## config.mk

```make
export PLATFORM = sky130hd
export DESIGN_NAME = reg_logic_pipe
export DESIGN_NICKNAME = d
export VERILOG_FILES = /design/src/rtl/pd_pkg.sv /design/src/rtl/reg_logic_stage.sv /design/src/rtl/reg_logic_pipe.sv
export SDC_FILE = /design/constraint.sdc
export NUM_CORES = 1
export LEC_CHECK = 0
export CAP_MARGIN = 20
export CORE_MARGIN = 2
export CORE_UTILIZATION = 54
export DETAILED_ROUTE_END_ITERATION = 8
export MAX_ROUTING_LAYER = met4
export PLACE_DENSITY = 0.83
export SKIP_LAST_GASP = 1
export SYNTH_ARGS = -nofsm -noshare
export SYNTH_HDL_FRONTEND = slang
export SYNTH_HIERARCHICAL = 1
export SYNTH_SLANG_ARGS = --single-unit
```

## constraint.sdc

```tcl
create_clock -name clock -period 4.6 [get_ports clock]
set_input_delay 0.92 -clock clock [delete_from_list [all_inputs] [get_ports clock]]
set_output_delay 0.92 -clock clock [all_outputs]
set_load 0.03 [all_outputs]
```

## src/rtl/pd_pkg.sv

```systemverilog
// Shared definitions for the pd datapath blocks: logic-unit operation codes.
package pd_pkg;

   localparam int OP_W = 2;

   localparam logic [OP_W-1:0] OP_AND  = 2'b00;
   localparam logic [OP_W-1:0] OP_OR   = 2'b01;
   localparam logic [OP_W-1:0] OP_XOR  = 2'b10;
   localparam logic [OP_W-1:0] OP_ANDN = 2'b11;

endpackage

```

## src/rtl/reg_logic_stage.sv

```systemverilog
// One elastic pipeline slice: valid, data and zero registers with a
// pass-through ready (a stage accepts when empty or when it is draining).
module reg_logic_stage #(
   parameter int WIDTH = 32
) (
   input  logic             clock,
   input  logic             areset,
   input  logic             up_valid,
   output logic             up_ready,
   input  logic [WIDTH-1:0] up_data,
   input  logic             up_zero,
   output logic             down_valid,
   input  logic             down_ready,
   output logic [WIDTH-1:0] down_data,
   output logic             down_zero
);

   logic             valid_p1;
   logic [WIDTH-1:0] data_p1;
   logic             zero_p1;

   assign up_ready = !valid_p1 || down_ready;

   // Stage register: loads whatever is upstream whenever it can accept.
   always_ff @(posedge clock or posedge areset) begin
      if (areset) begin
         valid_p1 <= 1'b0;
         data_p1  <= '0;
         zero_p1  <= 1'b0;
      end else if (up_ready) begin
         valid_p1 <= up_valid;
         data_p1  <= up_data;
         zero_p1  <= up_zero;
      end
   end

   assign down_valid = valid_p1;
   assign down_data  = data_p1;
   assign down_zero  = zero_p1;

endmodule

```

## src/rtl/reg_logic_pipe.sv

```systemverilog
// Selectable bitwise logic unit feeding a STAGES-deep valid/ready pipeline,
// with a wrapping count of completed output transfers.
module reg_logic_pipe
   import pd_pkg::*;
#(
   parameter int WIDTH  = 32,
   parameter int STAGES = 2
) (
   input  logic             clock,
   input  logic             areset,
   input  logic             in_valid,
   output logic             in_ready,
   input  logic [WIDTH-1:0] in_x,
   input  logic [WIDTH-1:0] in_y,
   input  logic [OP_W-1:0]  in_op,
   output logic             out_valid,
   input  logic             out_ready,
   output logic [WIDTH-1:0] out_z,
   output logic             out_zero,
   output logic [15:0]      xfer_count
);

   function automatic logic [WIDTH-1:0] logic_fn(input logic [OP_W-1:0] op,
                                                 input logic [WIDTH-1:0] x,
                                                 input logic [WIDTH-1:0] y);
      case (op)
         OP_AND:  return x & y;
         OP_OR:   return x | y;
         OP_XOR:  return x ^ y;
         default: return x & ~y;
      endcase
   endfunction

   logic [WIDTH-1:0] fn_z_p0;
   logic             fn_zero_p0;

   assign fn_z_p0    = logic_fn(in_op, in_x, in_y);
   assign fn_zero_p0 = (fn_z_p0 == '0);

   // Each slice keeps its own handshake nets so the ready chain stays a
   // plain combinational path from out_ready back to in_ready.
   for (genvar k = 1; k <= STAGES; k++) begin : g_stage
      logic             valid;
      logic             ready;
      logic [WIDTH-1:0] data;
      logic             zero;
      logic             prev_valid;
      logic [WIDTH-1:0] prev_data;
      logic             prev_zero;
      logic             next_ready;

      if (k == 1) begin : g_head
         assign prev_valid = in_valid;
         assign prev_data  = fn_z_p0;
         assign prev_zero  = fn_zero_p0;
      end else begin : g_body
         assign prev_valid = g_stage[k-1].valid;
         assign prev_data  = g_stage[k-1].data;
         assign prev_zero  = g_stage[k-1].zero;
      end

      if (k == STAGES) begin : g_tail
         assign next_ready = out_ready;
      end else begin : g_mid
         assign next_ready = g_stage[k+1].ready;
      end

      reg_logic_stage #(
         .WIDTH(WIDTH)
      ) u_stage (
         .clock      (clock),
         .areset     (areset),
         .up_valid   (prev_valid),
         .up_ready   (ready),
         .up_data    (prev_data),
         .up_zero    (prev_zero),
         .down_valid (valid),
         .down_ready (next_ready),
         .down_data  (data),
         .down_zero  (zero)
      );
   end

   assign in_ready  = g_stage[1].ready;
   assign out_valid = g_stage[STAGES].valid;
   assign out_z     = g_stage[STAGES].data;
   assign out_zero  = g_stage[STAGES].zero;

   // Output transfer counter, wraps naturally at 16 bits.
   always_ff @(posedge clock or posedge areset) begin
      if (areset) begin
         xfer_count <= '0;
      end else if (out_valid && out_ready) begin
         xfer_count <= xfer_count + 16'd1;
      end
   end

endmodule

```

==> summary.md <==
| Metric | Value |
|---|---|
| Ports | between 100 and 150 |
| Syn Std Cell Area | 0.00555 sq mm |
| Post-Synthesis Mean Instance Area | 10.5 sq um |
| First-pass GRT wire length | 21500 um |
| Fin area | 0.00693 sq mm |
| Vias/cell | 5.46 |
| Critical path endpoint category | flop |
| CP cell instances | clkdlybuf4s50_1, inv_1, ha_1, inv_2, a2bb2oi_1, mux2i_1, or4_1, or3_1, nor4_2, mux2_4 |
| Seq/Total Area, Yosys | 0.379 |
| Netlist cell types | 38 |
| Syn Nets | 634 |
| Largest stage delay, worst path | 0.52 ns |
| Worst hold slack | 0.477 ns |
| Gate Count Post-Synth | 528 |
| Pleak | 3.40 nW |
| Number of synthesized flops with an enable pin | 0 |
| Antenna Cells | 0 |
| Synthesized flop and latch total | 84 |
| Skew-Pair Late Insertion Delay | 0.36 ns |
| Clock sink count | 84 |
| Fin nets | 747 |
| Hold Crit Class | flop to flop |
| Ys async rst share | 1.00 |
| Die Y | 105 um |
| CTS Buffer Depth | 2 |
| Gr usage total | 0.254 |
| Slew @ Worst Pin | 0.633 ns |
| CTS tree | built |
| DP HPWL | 9700 um |
| DR pass1 iterations | 5 |
| Endpoints failing setup | 0 |
| Largest delay share family, worst path | simple AND/OR/NAND/NOR gates |
| Initial core utilization | 0.547 |
| Die Wd | 105 um |
| Clock Skew | 0.0133 ns |
| Tot Pwr | 2.39 mW |
| Max Cap Viol | 0 |
| CP required | a little under 5 ns |
| Outcome | complete, no violations |
| Setup TNS | 0 ns |
| Crit path kind | input port to flop |
| TritonCTS buffer count | 9 |
| CTS Root Cell | clkbuf_8 |
| Die ar. | 0.0111 sq mm |
| Minimum clock period | roughly 3.5 ns |
| Post-CTS Setup Bufs | 0 |
| Power density over the cells | 345 mW/mm^2 |
| Area delta synth->final | 24.9% |
| Core ar. | approximately 0.010 sq mm |
| ANT nets after route | 0 |
| Final cycle utilization of the critical path | 0.752 |
| RD Place Congestion | about 0.91 |
| Synth warnings | 6 |
| Peak VDD IR | between 0.2 and 0.25 mV |
| FILL cells | between 700 and 800 |
| Crit path buf inv count | 3 |
| Cts repair resizes | 0 |
| Vias | 4258 |
| Antenna violations before repair | 0 |
| Final Slew Violations | 0 |
| Crit Path Max Fanout | 32 |
| Synth area leaders | dfrtp_1 38%, mux2_4 15%, ha_1 8.1% |
| Final global-route overflow total | 0 |
| Crit-path slowest cell | or4_1 |
| Synth area leader | dfrtp_1 |
| Htree depth | 3 |
| Most frequent cells after synthesis | 84 x dfrtp_1, 71 x inv_1, 62 x nand2_1 |
| Vias in the first global route | about 4300 |
| DRC | 0 |
| Fmax | around 290 MHz |
| Share of layout cells above drive strength 1 | 0.143 |
| FP Rows | 37 |
| Iteration-0 DRC Markers | 317 |
| Area after DPL | 0.00676 sq mm |
| Rel. slew slack | 0.578 |
| Most frequent cell after synthesis | dfrtp_1 |
| WP data arrival | 3.76 ns |
| RSZ-0062 raised after global routing | no |
| CTS Hold Bufs | 0 |
| Drt wl/cell | 16.7 um |
| DRT Wirelength | between 10000 and 15000 um |
| Prevailing post-synth register cell | dfrtp_1 |
| Hold Vio Cnt, Final | 0 |
| Startpoint Class | input port |
| Port bufs | 120 |
| Largest net degree at the start of global routing | 55 |
| Post-synth top area share | 0.379 |
| Clock slew at reported path FFs | around 0.09 ns |
-- logic make-up after synthesis --
group | share of synthesized area
fa+ha+maj | 0.0812
xor+xnor | 0.0742
mux | 0.195
buf+inv | 0.0886
simple gates | 0.0904
compound gates | 0.0915
flops | 0.379
-- final timing paths --
path / startpoint / endpoint / slack (ns) / cells past startpoint
hold reg to reg: xfer_count[15] / xfer_count[15] / 0.48 / 1
max in group asynchronous: areset / g_stage[1].u_stage/down_data[10] / 3.20 / 3
setup / recovery: in_op[1] / g_stage[1].u_stage/down_zero / 1.14 / 10
min in group asynchronous: areset / xfer_count[5] / 1.01 / 2
hold / removal: xfer_count[15] / xfer_count[15] / 0.48 / 1
setup reg to reg: g_stage[2].u_stage/down_valid / g_stage[1].u_stage/down_data[8] / 2.89 / 4
-- where the power goes --
part | internal, mW | switching, mW | leakage [nW] | total (mW)
Combinational | 0.452 | 0.447 | 2.24 | 0.900
Clock | 0.246 | 0.266 | 0.0886 | 0.513
Sequential | 0.870 | 0.107 | 1.07 | 0.977
-- stage by stage --
stage	utilization	instances	setup slack, ns
4_1_cts	0.684	780	1.16
2_1_floorplan	-	528	1.77
6_report	0.684	780	1.14
3_3_place_gp	0.666	766	0.853
3_5_place_dp	0.666	766	0.776
5_1_grt	0.684	780	0.953
-- flip-flops by register name, summed over array words and instances (netlist names) --
name / cells
g_stage.u_stage/down_valid: 2
g_stage.u_stage/down_data: 64
g_stage.u_stage/down_zero: 2
xfer_count: 16
-- layout make-up --
class	count	area, sq um	area share
multi-input cells	347	2960	0.427
flip-flops and latches	84	2100	0.303
repair buffers	127	1250	0.181
inverters	72	270	0.0390
well taps	136	170	0.0245
clock buffers	10	128	0.0184
clock inverters	4	51.3	0.00740
-- per-layer routing --
layer | share of wire | track usage | vias up
met5 | 0 | - | -
li1 | - | - | 2014
met3 | 0.044 | 0.0297 | 21
met4 | 0.022 | 0.0943 | 0
met2 | 0.50 | 0.424 | 138
met1 | 0.43 | 0.320 | 2085
-- cells in the final DEF, fill, tap and decap left out, types with 10 or more instances in the layout --
| cell | n |
|---|---|
| o31ai_1 | 10 |
| inv_1 | 71 |
| xor2_1 | 14 |
| a2bb2oi_1 | 13 |
| a21oi_1 | 13 |
| dfrtp_1 | 84 |
| clkdlybuf4s50_1 | 120 |
| mux2_2 | 11 |
| mux2_4 | 56 |
| mux2i_1 | 12 |
| nor2_1 | 10 |
| ha_1 | 35 |
| nand4_1 | 13 |
| xnor2_1 | 33 |
| nand2_1 | 62 |
| o21ai_0 | 26 |
Power figures use the tool's default switching activity.
